===== src/rtl/skein_sched_pkg.sv =====
// Shared types and widths for the skein512 nonce scheduler.
package skein_sched_pkg;

    localparam int NONCE_W  = 32;
    localparam int TARGET_W = 64;
    localparam int CNT_W    = NONCE_W + 1;

    typedef enum logic [1:0] {
        IDLE  = 2'd0,
        RUN   = 2'd1,
        DRAIN = 2'd2
    } sched_state_e;

    // Inclusive range size; a full wrap (last == first-1) gives 2^32.
    function automatic logic [CNT_W-1:0] job_count(input logic [NONCE_W-1:0] first,
                                                   input logic [NONCE_W-1:0] last);
        return {1'b0, last - first} + CNT_W'(1);
    endfunction

endpackage


===== src/rtl/skein_nonce_sched_if.sv =====
// Host job / core / found-FIFO bundle for skein_nonce_sched; the DUT uses the slave modport.
interface skein_nonce_sched_if;
    import skein_sched_pkg::*;

    logic                start;
    logic                abort;
    logic [511:0]        job_midstate;
    logic [95:0]         job_data;
    logic [NONCE_W-1:0]  job_nonce_start;
    logic [NONCE_W-1:0]  job_nonce_end;
    logic [TARGET_W-1:0] job_target;
    logic [511:0]        core_midstate;
    logic [95:0]         core_data;
    logic [NONCE_W-1:0]  core_nonce;
    logic [511:0]        core_hash;
    logic                busy;
    logic                done;
    logic                found_valid;
    logic                found_ready;
    logic [NONCE_W-1:0]  found_nonce;
    logic                found_ovf;

    modport master (
        output start, abort, job_midstate, job_data, job_nonce_start, job_nonce_end,
               job_target, core_hash, found_ready,
        input  core_midstate, core_data, core_nonce, busy, done, found_valid,
               found_nonce, found_ovf
    );

    modport slave (
        input  start, abort, job_midstate, job_data, job_nonce_start, job_nonce_end,
               job_target, core_hash, found_ready,
        output core_midstate, core_data, core_nonce, busy, done, found_valid,
               found_nonce, found_ovf
    );

endinterface


===== src/rtl/skein_found_fifo.sv =====
// Small first-word-fall-through FIFO for hit nonces; pushes into a full FIFO are
// dropped (ovf pulse) unless a pop frees the slot in the same cycle.
module skein_found_fifo #(
    parameter int W     = 32,
    parameter int DEPTH = 4
) (
    input  logic         clk,
    input  logic         rst,
    input  logic         push,
    input  logic [W-1:0] push_data,
    input  logic         pop_ready,
    output logic         out_valid,
    output logic [W-1:0] out_data,
    output logic         ovf
);
    localparam int AW = $clog2(DEPTH);

    logic [W-1:0]  mem [DEPTH];
    logic [AW-1:0] rd_ptr;
    logic [AW-1:0] wr_ptr;
    logic [AW:0]   count;
    logic          full;
    logic          pop;
    logic          push_ok;

    assign full      = (count == (AW+1)'(DEPTH));
    assign out_valid = (count != '0);
    assign pop       = out_valid && pop_ready;
    assign push_ok   = push && (!full || pop);
    assign ovf       = push && full && !pop;
    assign out_data  = mem[rd_ptr];

    always_ff @(posedge clk) begin
        if (rst) begin
            rd_ptr <= '0;
            wr_ptr <= '0;
            count  <= '0;
            for (int i = 0; i < DEPTH; i++) mem[i] <= '0;
        end else begin
            if (push_ok) begin
                mem[wr_ptr] <= push_data;
                wr_ptr      <= wr_ptr + 1'b1;
            end
            if (pop) rd_ptr <= rd_ptr + 1'b1;
            if (push_ok && !pop)      count <= count + 1'b1;
            else if (pop && !push_ok) count <= count - 1'b1;
        end
    end

endmodule


===== src/rtl/skein_nonce_sched.sv =====
// Nonce scheduler in front of the skein512 core: one launch per 2-cycle slot, retire
// tracking via an in-flight shift register, hit FIFO. Build macro SKEIN_SCHED_STOP_ON_FIND_EN.
//
// state | meaning
// IDLE  | no job; waits for start
// RUN   | launching nonces on slot cycles, retiring earlier ones
// DRAIN | all launches issued; waiting for in-flight hashes to retire
module skein_nonce_sched
    import skein_sched_pkg::*;
#(
    parameter int HASH_LAT    = 184,
    parameter int PHASE_OFS   = 0,
    parameter int FOUND_DEPTH = 4
) (
    input logic                clk,
    input logic                rst,
    skein_nonce_sched_if.slave bus
);
    sched_state_e        state;
    sched_state_e        state_nxt;
    logic                slot_tgl;
    logic [HASH_LAT-1:0] inflight;
    logic [CNT_W-1:0]    issue_cnt;
    logic [CNT_W-1:0]    launch_cnt;
    logic [CNT_W-1:0]    retire_cnt;
    logic [NONCE_W-1:0]  retire_nonce;
    logic [TARGET_W-1:0] target_q;
    logic                accept;
    logic                launch;
    logic                retire;
    logic                hit;
    logic                stop_hit;
    logic                last_retire;
    logic                fifo_ovf;
    logic                unused_hash;

    assign unused_hash = ^bus.core_hash[511:TARGET_W];

    assign accept = (state == IDLE) && bus.start && !bus.abort;
    assign launch = (state == RUN) && (slot_tgl == PHASE_OFS[0]) && !bus.abort;
    assign retire = inflight[HASH_LAT-1] && !bus.abort;
    assign hit    = retire && (bus.core_hash[TARGET_W-1:0] <= target_q);
    // Comparing against launches (not the job size) also covers an early stop.
    assign last_retire = (state == DRAIN) && retire && (retire_cnt + CNT_W'(1) == launch_cnt);

`ifdef SKEIN_SCHED_STOP_ON_FIND_EN
    assign stop_hit = (state == RUN) && hit;
`else
    assign stop_hit = 1'b0;
`endif

    always_ff @(posedge clk) begin
        if (rst) state <= IDLE;
        else     state <= state_nxt;
    end

    always_comb begin
        state_nxt = state;
        bus.busy  = (state != IDLE);
        bus.done  = 1'b0;
        case (state)
            IDLE:    if (accept) state_nxt = RUN;
            RUN:     if ((launch && issue_cnt == CNT_W'(1)) || stop_hit) state_nxt = DRAIN;
            DRAIN: begin
                if (last_retire) begin
                    state_nxt = IDLE;
                    bus.done  = 1'b1;
                end
            end
            default: state_nxt = IDLE;
        endcase
        if (bus.abort) state_nxt = IDLE;
    end

    always_ff @(posedge clk) begin
        if (rst) begin
            slot_tgl          <= 1'b0;
            inflight          <= '0;
            issue_cnt         <= '0;
            launch_cnt        <= '0;
            retire_cnt        <= '0;
            retire_nonce      <= '0;
            target_q          <= '0;
            bus.core_midstate <= '0;
            bus.core_data     <= '0;
            bus.core_nonce    <= '0;
            bus.found_ovf     <= 1'b0;
        end else begin
            slot_tgl <= ~slot_tgl;
            if (bus.abort) begin
                inflight     <= '0;
                issue_cnt    <= '0;
                launch_cnt   <= '0;
                retire_cnt   <= '0;
                retire_nonce <= '0;
            end else begin
                inflight <= {inflight[HASH_LAT-2:0], launch};
                if (accept) begin
                    bus.core_midstate <= bus.job_midstate;
                    bus.core_data     <= bus.job_data;
                    bus.core_nonce    <= bus.job_nonce_start;
                    retire_nonce      <= bus.job_nonce_start;
                    target_q          <= bus.job_target;
                    issue_cnt         <= job_count(bus.job_nonce_start, bus.job_nonce_end);
                    launch_cnt        <= '0;
                    retire_cnt        <= '0;
                end
                if (launch) begin
                    bus.core_nonce <= bus.core_nonce + NONCE_W'(1);
                    launch_cnt     <= launch_cnt + CNT_W'(1);
                end
                if (stop_hit)    issue_cnt <= '0;
                else if (launch) issue_cnt <= issue_cnt - CNT_W'(1);
                if (retire) begin
                    retire_nonce <= retire_nonce + NONCE_W'(1);
                    retire_cnt   <= retire_cnt + CNT_W'(1);
                end
            end
            if (accept)        bus.found_ovf <= 1'b0;
            else if (fifo_ovf) bus.found_ovf <= 1'b1;
        end
    end

    skein_found_fifo #(
        .W     (NONCE_W),
        .DEPTH (FOUND_DEPTH)
    ) u_found_fifo (
        .clk       (clk),
        .rst       (rst),
        .push      (hit),
        .push_data (retire_nonce),
        .pop_ready (bus.found_ready),
        .out_valid (bus.found_valid),
        .out_data  (bus.found_nonce),
        .ovf       (fifo_ovf)
    );

endmodule

===== src/flat_wrapper.sv =====
// flat-port wrapper written by rule: the top's interface ports become plain ports
module skein_nonce_sched_flat import skein_sched_pkg::*;
#(
    parameter int HASH_LAT    = 184,
    parameter int PHASE_OFS   = 0,
    parameter int FOUND_DEPTH = 4
)
  (clk, rst, bus_start, bus_abort, bus_job_midstate, bus_job_data, bus_job_nonce_start, bus_job_nonce_end, bus_job_target, bus_core_hash, bus_found_ready, bus_core_midstate, bus_core_data, bus_core_nonce, bus_busy, bus_done, bus_found_valid, bus_found_nonce, bus_found_ovf);
  skein_nonce_sched_if bus_i ();
  input logic clk;
  input logic rst;
  input wire logic [$bits(bus_i.start)-1:0] bus_start;
  input wire logic [$bits(bus_i.abort)-1:0] bus_abort;
  input wire logic [$bits(bus_i.job_midstate)-1:0] bus_job_midstate;
  input wire logic [$bits(bus_i.job_data)-1:0] bus_job_data;
  input wire logic [$bits(bus_i.job_nonce_start)-1:0] bus_job_nonce_start;
  input wire logic [$bits(bus_i.job_nonce_end)-1:0] bus_job_nonce_end;
  input wire logic [$bits(bus_i.job_target)-1:0] bus_job_target;
  input wire logic [$bits(bus_i.core_hash)-1:0] bus_core_hash;
  input wire logic [$bits(bus_i.found_ready)-1:0] bus_found_ready;
  output wire logic [$bits(bus_i.core_midstate)-1:0] bus_core_midstate;
  output wire logic [$bits(bus_i.core_data)-1:0] bus_core_data;
  output wire logic [$bits(bus_i.core_nonce)-1:0] bus_core_nonce;
  output wire logic [$bits(bus_i.busy)-1:0] bus_busy;
  output wire logic [$bits(bus_i.done)-1:0] bus_done;
  output wire logic [$bits(bus_i.found_valid)-1:0] bus_found_valid;
  output wire logic [$bits(bus_i.found_nonce)-1:0] bus_found_nonce;
  output wire logic [$bits(bus_i.found_ovf)-1:0] bus_found_ovf;
  assign bus_i.start = bus_start;
  assign bus_i.abort = bus_abort;
  assign bus_i.job_midstate = bus_job_midstate;
  assign bus_i.job_data = bus_job_data;
  assign bus_i.job_nonce_start = bus_job_nonce_start;
  assign bus_i.job_nonce_end = bus_job_nonce_end;
  assign bus_i.job_target = bus_job_target;
  assign bus_i.core_hash = bus_core_hash;
  assign bus_i.found_ready = bus_found_ready;
  assign bus_core_midstate = bus_i.core_midstate;
  assign bus_core_data = bus_i.core_data;
  assign bus_core_nonce = bus_i.core_nonce;
  assign bus_busy = bus_i.busy;
  assign bus_done = bus_i.done;
  assign bus_found_valid = bus_i.found_valid;
  assign bus_found_nonce = bus_i.found_nonce;
  assign bus_found_ovf = bus_i.found_ovf;
  skein_nonce_sched #(.HASH_LAT(HASH_LAT), .PHASE_OFS(PHASE_OFS), .FOUND_DEPTH(FOUND_DEPTH)) u_core (.clk(clk), .rst(rst), .bus(bus_i));
endmodule

===== config.mk =====
export PLATFORM = sky130hd
export DESIGN_NAME = skein_nonce_sched_flat
export DESIGN_NICKNAME = d
export VERILOG_FILES = /design/src/rtl/skein_sched_pkg.sv /design/src/rtl/skein_nonce_sched_if.sv /design/src/rtl/skein_found_fifo.sv /design/src/rtl/skein_nonce_sched.sv /design/src/flat_wrapper.sv
export SDC_FILE = /design/constraint.sdc
export NUM_CORES = 2
export LEC_CHECK = 0
export BUFFER_PORTS_ARGS = -buffer_cell sky130_fd_sc_hd__buf_2
export CAP_MARGIN = 40
export CORE_AREA = 4 4 750 752
export CTS_BUF_LIST = sky130_fd_sc_hd__clkbuf_4 sky130_fd_sc_hd__clkbuf_8 sky130_fd_sc_hd__clkbuf_16
export DETAILED_ROUTE_END_ITERATION = 8
export DIE_AREA = 0 0 754 756
export GPL_TIMING_DRIVEN = 0
export PLACE_DENSITY = 0.3
export SYNTH_ARGS = -nofsm -noshare
export SYNTH_HDL_FRONTEND = slang
export SYNTH_HIERARCHICAL = 1
export SYNTH_SLANG_ARGS = --single-unit

===== constraint.sdc =====
create_clock -name clk -period 6.6 [get_ports clk]
set_input_delay 0.99 -clock clk [delete_from_list [all_inputs] [get_ports clk]]
set_output_delay 0.99 -clock clk [all_outputs]
set_load 0.01 [all_outputs]

* Word-level counts from Yosys, hierarchy flattened
Memories as Yosys holds them, arrays and structs flattened. A register that Yosys moved wholly into a read port is not among the register bits.
Index checks and enable logic that the tools add are counted.
** Storage, ports and cells
- Flip-flop bits (word level) :: 1030
- RAM bits :: 128
- Output and inout bits :: 676
- Word-level logic and storage cells :: 96
- Memories kept :: 1
** Memories
- u_core.u_found_fifo.mem :: depth 4, bits a word 32, read ports 1, clocked after memory_dff 1, wr ports 4, line skein_found_fifo.sv:18 : logic [W-1:0] mem [DEPTH];
** Operators by class
- Add/subtract/negate cells :: 11
- Order comparisons :: 1
- Equal/unequal tests :: 8
- Multiplexer cells :: 26
- Bitwise operators :: 2
- Reductions and logical operators :: 32
** Operators with widths (number)
- $mux W33 :: 5
- $mux W32 :: 4
- $add A33 B1 Y33 const B :: 2
- $add A32 B1 Y32 const B :: 2
- $le A64 B64 Y1 :: 1
- $add A32 B1 Y33 const B :: 1
- $eq A33 B1 Y1 const B :: 1
- $eq A33 B33 Y1 :: 1
- $sub A33 B1 Y33 const B :: 1
- $reduce_or A32 Y1 :: 1
- $sub A32 B32 Y32 :: 1
- $logic_and A1 B1 Y1 :: 15
- $mux W2 :: 6
- $mux W1 :: 8
- $reduce_bool A2 Y1 :: 4
- $mux W3 :: 2
- $pmux W2 S3 :: 1
- $add A2 B1 Y2 const B :: 2
- $logic_not A1 Y1 :: 4
- $ne A2 B1 Y1 const B :: 2
- $reduce_and A2 Y1 :: 2
- $reduce_or A2 Y1 :: 2
- $add A3 B1 Y3 const B :: 1
- $eq A3 B3 Y1 const B :: 1
- other kinds (9) :: 10

* Depth between registers and ports, before layout
- Word-level depth :: 9
- Depth in mapped cells :: 20

* Modules after synthesis
The synthesis kept the hierarchy.
** By module, submodules not included
- skein_nonce_sched :: times used 1, cells each 5218, area each 41741.3 um^2, seq. area each 20479.6 um^2
- skein_found_fifo :: times used 1, cells each 358, area each 5928.2 um^2, seq. area each 4023.9 um^2

* Worst setup path before layout
Ideal clock, no wire load.
- Path kind :: in2reg
- From :: input port bus_core_hash[1]
- To :: memory u_core.u_found_fifo.mem[1][0] (enable)
- Arrival time :: 5252 ps
- Data required time :: 6130 ps
- Slack :: 878 ps
- Stages on the path :: 13
- Buffers on the path :: 0
- Cell sequence :: ha_1 nor2b_1 o21a_1 o21a_1 o21a_1 o21a_1 o2111ai_1 a41oi_1 a211oi_1 o21ai_0 o31ai_1 nand2_1 o31ai_1
** RTL lines
- start, declared :: line flat_wrapper.sv:19 : input wire logic [$bits(bus_i.core_hash)-1:0] bus_core_hash;
- end, declared :: line skein_found_fifo.sv:18

* Worst setup path after layout
- From :: register u_core.retire_cnt[0]
- To :: output port bus_done
** Between the ends
- Word-level cells in the longest chain between the ends :: 5
** Ends and longest elaborated chain
- start, declared :: line skein_nonce_sched.sv:25 : logic [CNT_W-1:0] retire_cnt;
- start signal, assigned :: line skein_nonce_sched.sv:116 : retire_cnt <= retire_cnt + CNT_W'(1);
- $add A33 B1 Y33 :: line skein_nonce_sched.sv:44 : assign last_retire = (state == DRAIN) && retire && (retire_cnt + CNT_W'(1) == launch_cnt);
- $eq A33 B33 Y1 :: line skein_nonce_sched.sv:44
- $logic_and A1 B1 Y1 :: line skein_nonce_sched.sv:44
- $mux W1 :: line skein_nonce_sched.sv:65 : if (last_retire) begin
- $mux W1 :: line skein_nonce_sched.sv:61 : case (state)
- end, declared :: line flat_wrapper.sv:25 : output wire logic [$bits(bus_i.done)-1:0] bus_done;
No other way between the ends.

==> flow_metrics.env <==
export IMPL_run_status="finished clean"
export IMPL_syn_avg_cell_area_sq_um=8.55
export IMPL_synthCells=5576
export IMPL_cp_end_kind="output port"
export IMPL_cts_tree="yes"
export IMPL_cts_buffers=166
export IMPL_die_width_microns=754
export IMPL_die_h_microns=756
export IMPL_r2r_setup_slack_ns=1.99
export IMPL_path_class="reg -> out"
export IMPL_final_nets=8653
export IMPL_met1_usage=0.172
export IMPL_clk_insertion_delay_late_ns=0.89
export IMPL_place_ws_ns=1.13
export IMPL_yosys_top_cells_area="dfxtp_1, nand2_1, a21oi_1"
export IMPL_synth_top_cell_area_share=0.433
export IMPL_area_growth_pct=49.8
export IMPL_gr_total_overflow=0
export IMPL_via_per_inst=3.22
export IMPL_ys_types=105
export IMPL_numPortBuffers=1480
export IMPL_synth_seq_cells=1160
export IMPL_die_area_sq_um=570000
export IMPL_cts_resized=0
export IMPL_synth_most_common_cell="nand2_1"
export IMPL_fin_ws_ns=0.728
export IMPL_first_iter_violations=3274
export IMPL_grt_util_met3=0.0693
export IMPL_min_path_cells=3
export IMPL_slew_violations=0
export IMPL_ys_seq_area_frac=0.514
export IMPL_crit_slowest_cell="nor4_4"
export IMPL_fp_coreArea_sq_um=556000
export IMPL_max_cap_violations=0
export IMPL_grt_pass1_vias=47704
export IMPL_cts_max_path_buffers=4
export IMPL_syn_num_nets=6934
export IMPL_synth_edf_count=128
export IMPL_clock_sinks=1160
export IMPL_drc_errors=0
export IMPL_post_cts_buffers=0
export IMPL_synth_commonest_cells="nand2_1, dfxtp_1, a21oi_1, and2_1, clkbuf_1"
export IMPL_holdPathEnd="u_core/bus.core_midstate[312]"
export IMPL_rr_worst_depth=12
export IMPL_drtAntennaViolNets=0
export IMPL_hp_start="bus_job_midstate[312]"
export IMPL_clk_pin_slew_ns=0.06
export IMPL_drt_wl_total_microns=411000
export IMPL_multi_input_area_sq_um=21400
export IMPL_crit_fanout=7
export IMPL_tightestPinTransition_ns=0.964
export IMPL_gr_max_usage_layer="met2"
export IMPL_vias=48414
export IMPL_seq_area_sq_um=24500
export IMPL_max_freq_ghz=0.170
export IMPL_ys_dominant_reg_cell="dfxtp_1"
export IMPL_yosysWarnings=6
export IMPL_peakVddDrop_mv=0.207
export IMPL_hpwl_microns=355000
export IMPL_total_leakage_power_uw=0.0273
export IMPL_r2r_end="u_core/u_found_fifo/mem[2][27]"
export IMPL_dr_pass1_iters=5
export IMPL_hold_class="in -> reg"
export IMPL_setup_violations=0
export IMPL_ctsHoldBuffers=0
export IMPL_power_uw=19400
export IMPL_synth_top_cell_by_area="dfxtp_1"
export IMPL_hold_viol=0
export IMPL_worstSetupStartpointType="register"
export IMPL_use_met2=0.212
export IMPL_slew_headroom=0.357
export IMPL_cpPeakStageDelay_ns=0.60
export IMPL_timing_final_crit_period_ns=5.87
export IMPL_p_per_area_nw_per_um2=272
export IMPL_arrival_ns=4.88
export IMPL_whs_ns=0.316
export IMPL_worstPathRequired_ns=5.61
export IMPL_dpl_cell_area_sq_um=65500
export IMPL_cts_htree_levels=4
export IMPL_tns_ns=0
export IMPL_initial_utilization=0.0858
export IMPL_synth_async_reset_ratio=0
export IMPL_crit_chain="ha_1 -> and3_1 -> nand3_1 -> nor4_4 -> nand3_1 -> xnor2_1 -> nor4_1 -> nand4_1 -> nor3_1 -> buf_2 -> buf_2"
export IMPL_finalCritPeriodShare=0.890
export IMPL_rows=274
export IMPL_synthesis_area_sq_um=47700
export IMPL_skew_ns=0.114
export IMPL_drive_above_1_share=0.266
export IMPL_grt_max_degree=23
export IMPL_root_buffer="clkbuf_16"
export IMPL_ios=1929
export IMPL_route_detailed_wl_per_inst_microns=27.3
export IMPL_gp_congestion=0.909
export IMPL_grt_pass1_wl_microns=515000
export IMPL_rr_startpoint="u_core/target_q[63]"
export IMPL_antenna_found_initial=277
export IMPL_fillers=64439
export IMPL_fin_area_sq_um=71400
export IMPL_grt_usage=0.138
export IMPL_rsz0062_at_grt="no"
==> flip-flops by register name, indices dropped and copies added (netlist names), 32 cells and up, named ones only <==
register and flops:
u_core/bus.core_midstate 512, u_core/inflight 184, u_core/u_found_fifo/mem 128, u_core/bus.core_data 96, u_core/target_q 64, u_core/issue_cnt 33, u_core/launch_cnt 33, u_core/retire_cnt 33
u_core/bus.core_nonce 32, u_core/retire_nonce 32
==> where the power goes <==
group          total (uW)  switching [uW]  internal [uW]
sequential           7550             164           7390
combinational        2520            1760            757
clock                9360            3840           5520
==> per-layer routing <==
layer | part of all wire | vias up
li1 | - | 22523
met1 | 0.42 | 23163
met2 | 0.43 | 2022
met3 | 0.12 | 564
met4 | 0.026 | 142
met5 | 0.0022 | -
==> worst max path at each step <==
| stage | startpoint | to | slack [ns] | depth (start not counted) |
|---|---|---|---|---|
| 2_1_floorplan | bus_core_hash[1] | u_core/u_found_fifo/mem[1][0] | 0.88 | 13 |
| 3_3_place_gp | bus_abort | u_core/u_found_fifo/mem[1][15] | -4.42 | 8 |
| 3_5_place_dp | bus_abort | u_core/u_found_fifo/mem[2][22] | 1.13 | 15 |
| 4_1_cts | u_core/retire_cnt[0] | bus_done | 0.43 | 11 |
| 5_1_grt | u_core/retire_cnt[0] | bus_done | 0.26 | 11 |
| 6_report | u_core/retire_cnt[0] | bus_done | 0.73 | 11 |
==> worst max-delay path, delay by kind of cell (launching register included) <==
family	cells	cell delay, ns
buf+inv	2	0.47
xor+xnor	1	0.20
flops	1	0.44
fa+ha+maj	1	0.34
simple gates	7	2.51
==> kinds of logic after synthesis <==
group	after synthesis	synth area share
xor+xnor	109	0.0203
compound gates	1237	0.147
mux	50	0.0192
buf+inv	478	0.0389
flops	1160	0.514
fa+ha+maj	105	0.0279
simple gates	2437	0.232
==> metrics by stage <==
stage          std cells   util
6_report           15027  0.129
5_1_grt            14918  0.128
4_1_cts            14868  0.128
3_5_place_dp       14578  0.118
3_3_place_gp       14508  0.116
2_1_floorplan       5576      -
==> layout by cell type, fill, tap and decap left out, drive strengths merged, types with 13 or more instances in the layout <==
master and n:
xor2 46, inv 128, clkbuf 577, mux4 32
buf 1573, clkinv 30, a22oi 13, a2111oi 20
a31oi 27, a21o 21, dfxtp 1032, nor2 201
o211ai 24, o21ai 128, a21oi 855, a211oi 32
nor3 64, o21a 23, xnor2 63, and2 333
edfxtp 128, and3 55, ha 103, nand2b 15
diode 158, nand3 84, a311oi 19, or3 19
nand2 1507, nor4 32, nand4 43, nor2b 20
==> layout make-up <==
class / instances / area share
antenna: 158 / 0.00554
buffer: 356 / 0.0198
timing repair buffer: 1551 / 0.118
sequential: 1160 / 0.343
multi-input combinational: 3938 / 0.299
clock buffer: 243 / 0.0692
inverter: 122 / 0.00641
clock inverter: 47 / 0.00855
tap: 7452 / 0.131
Note: power is estimated with default switching activity, not from simulation.
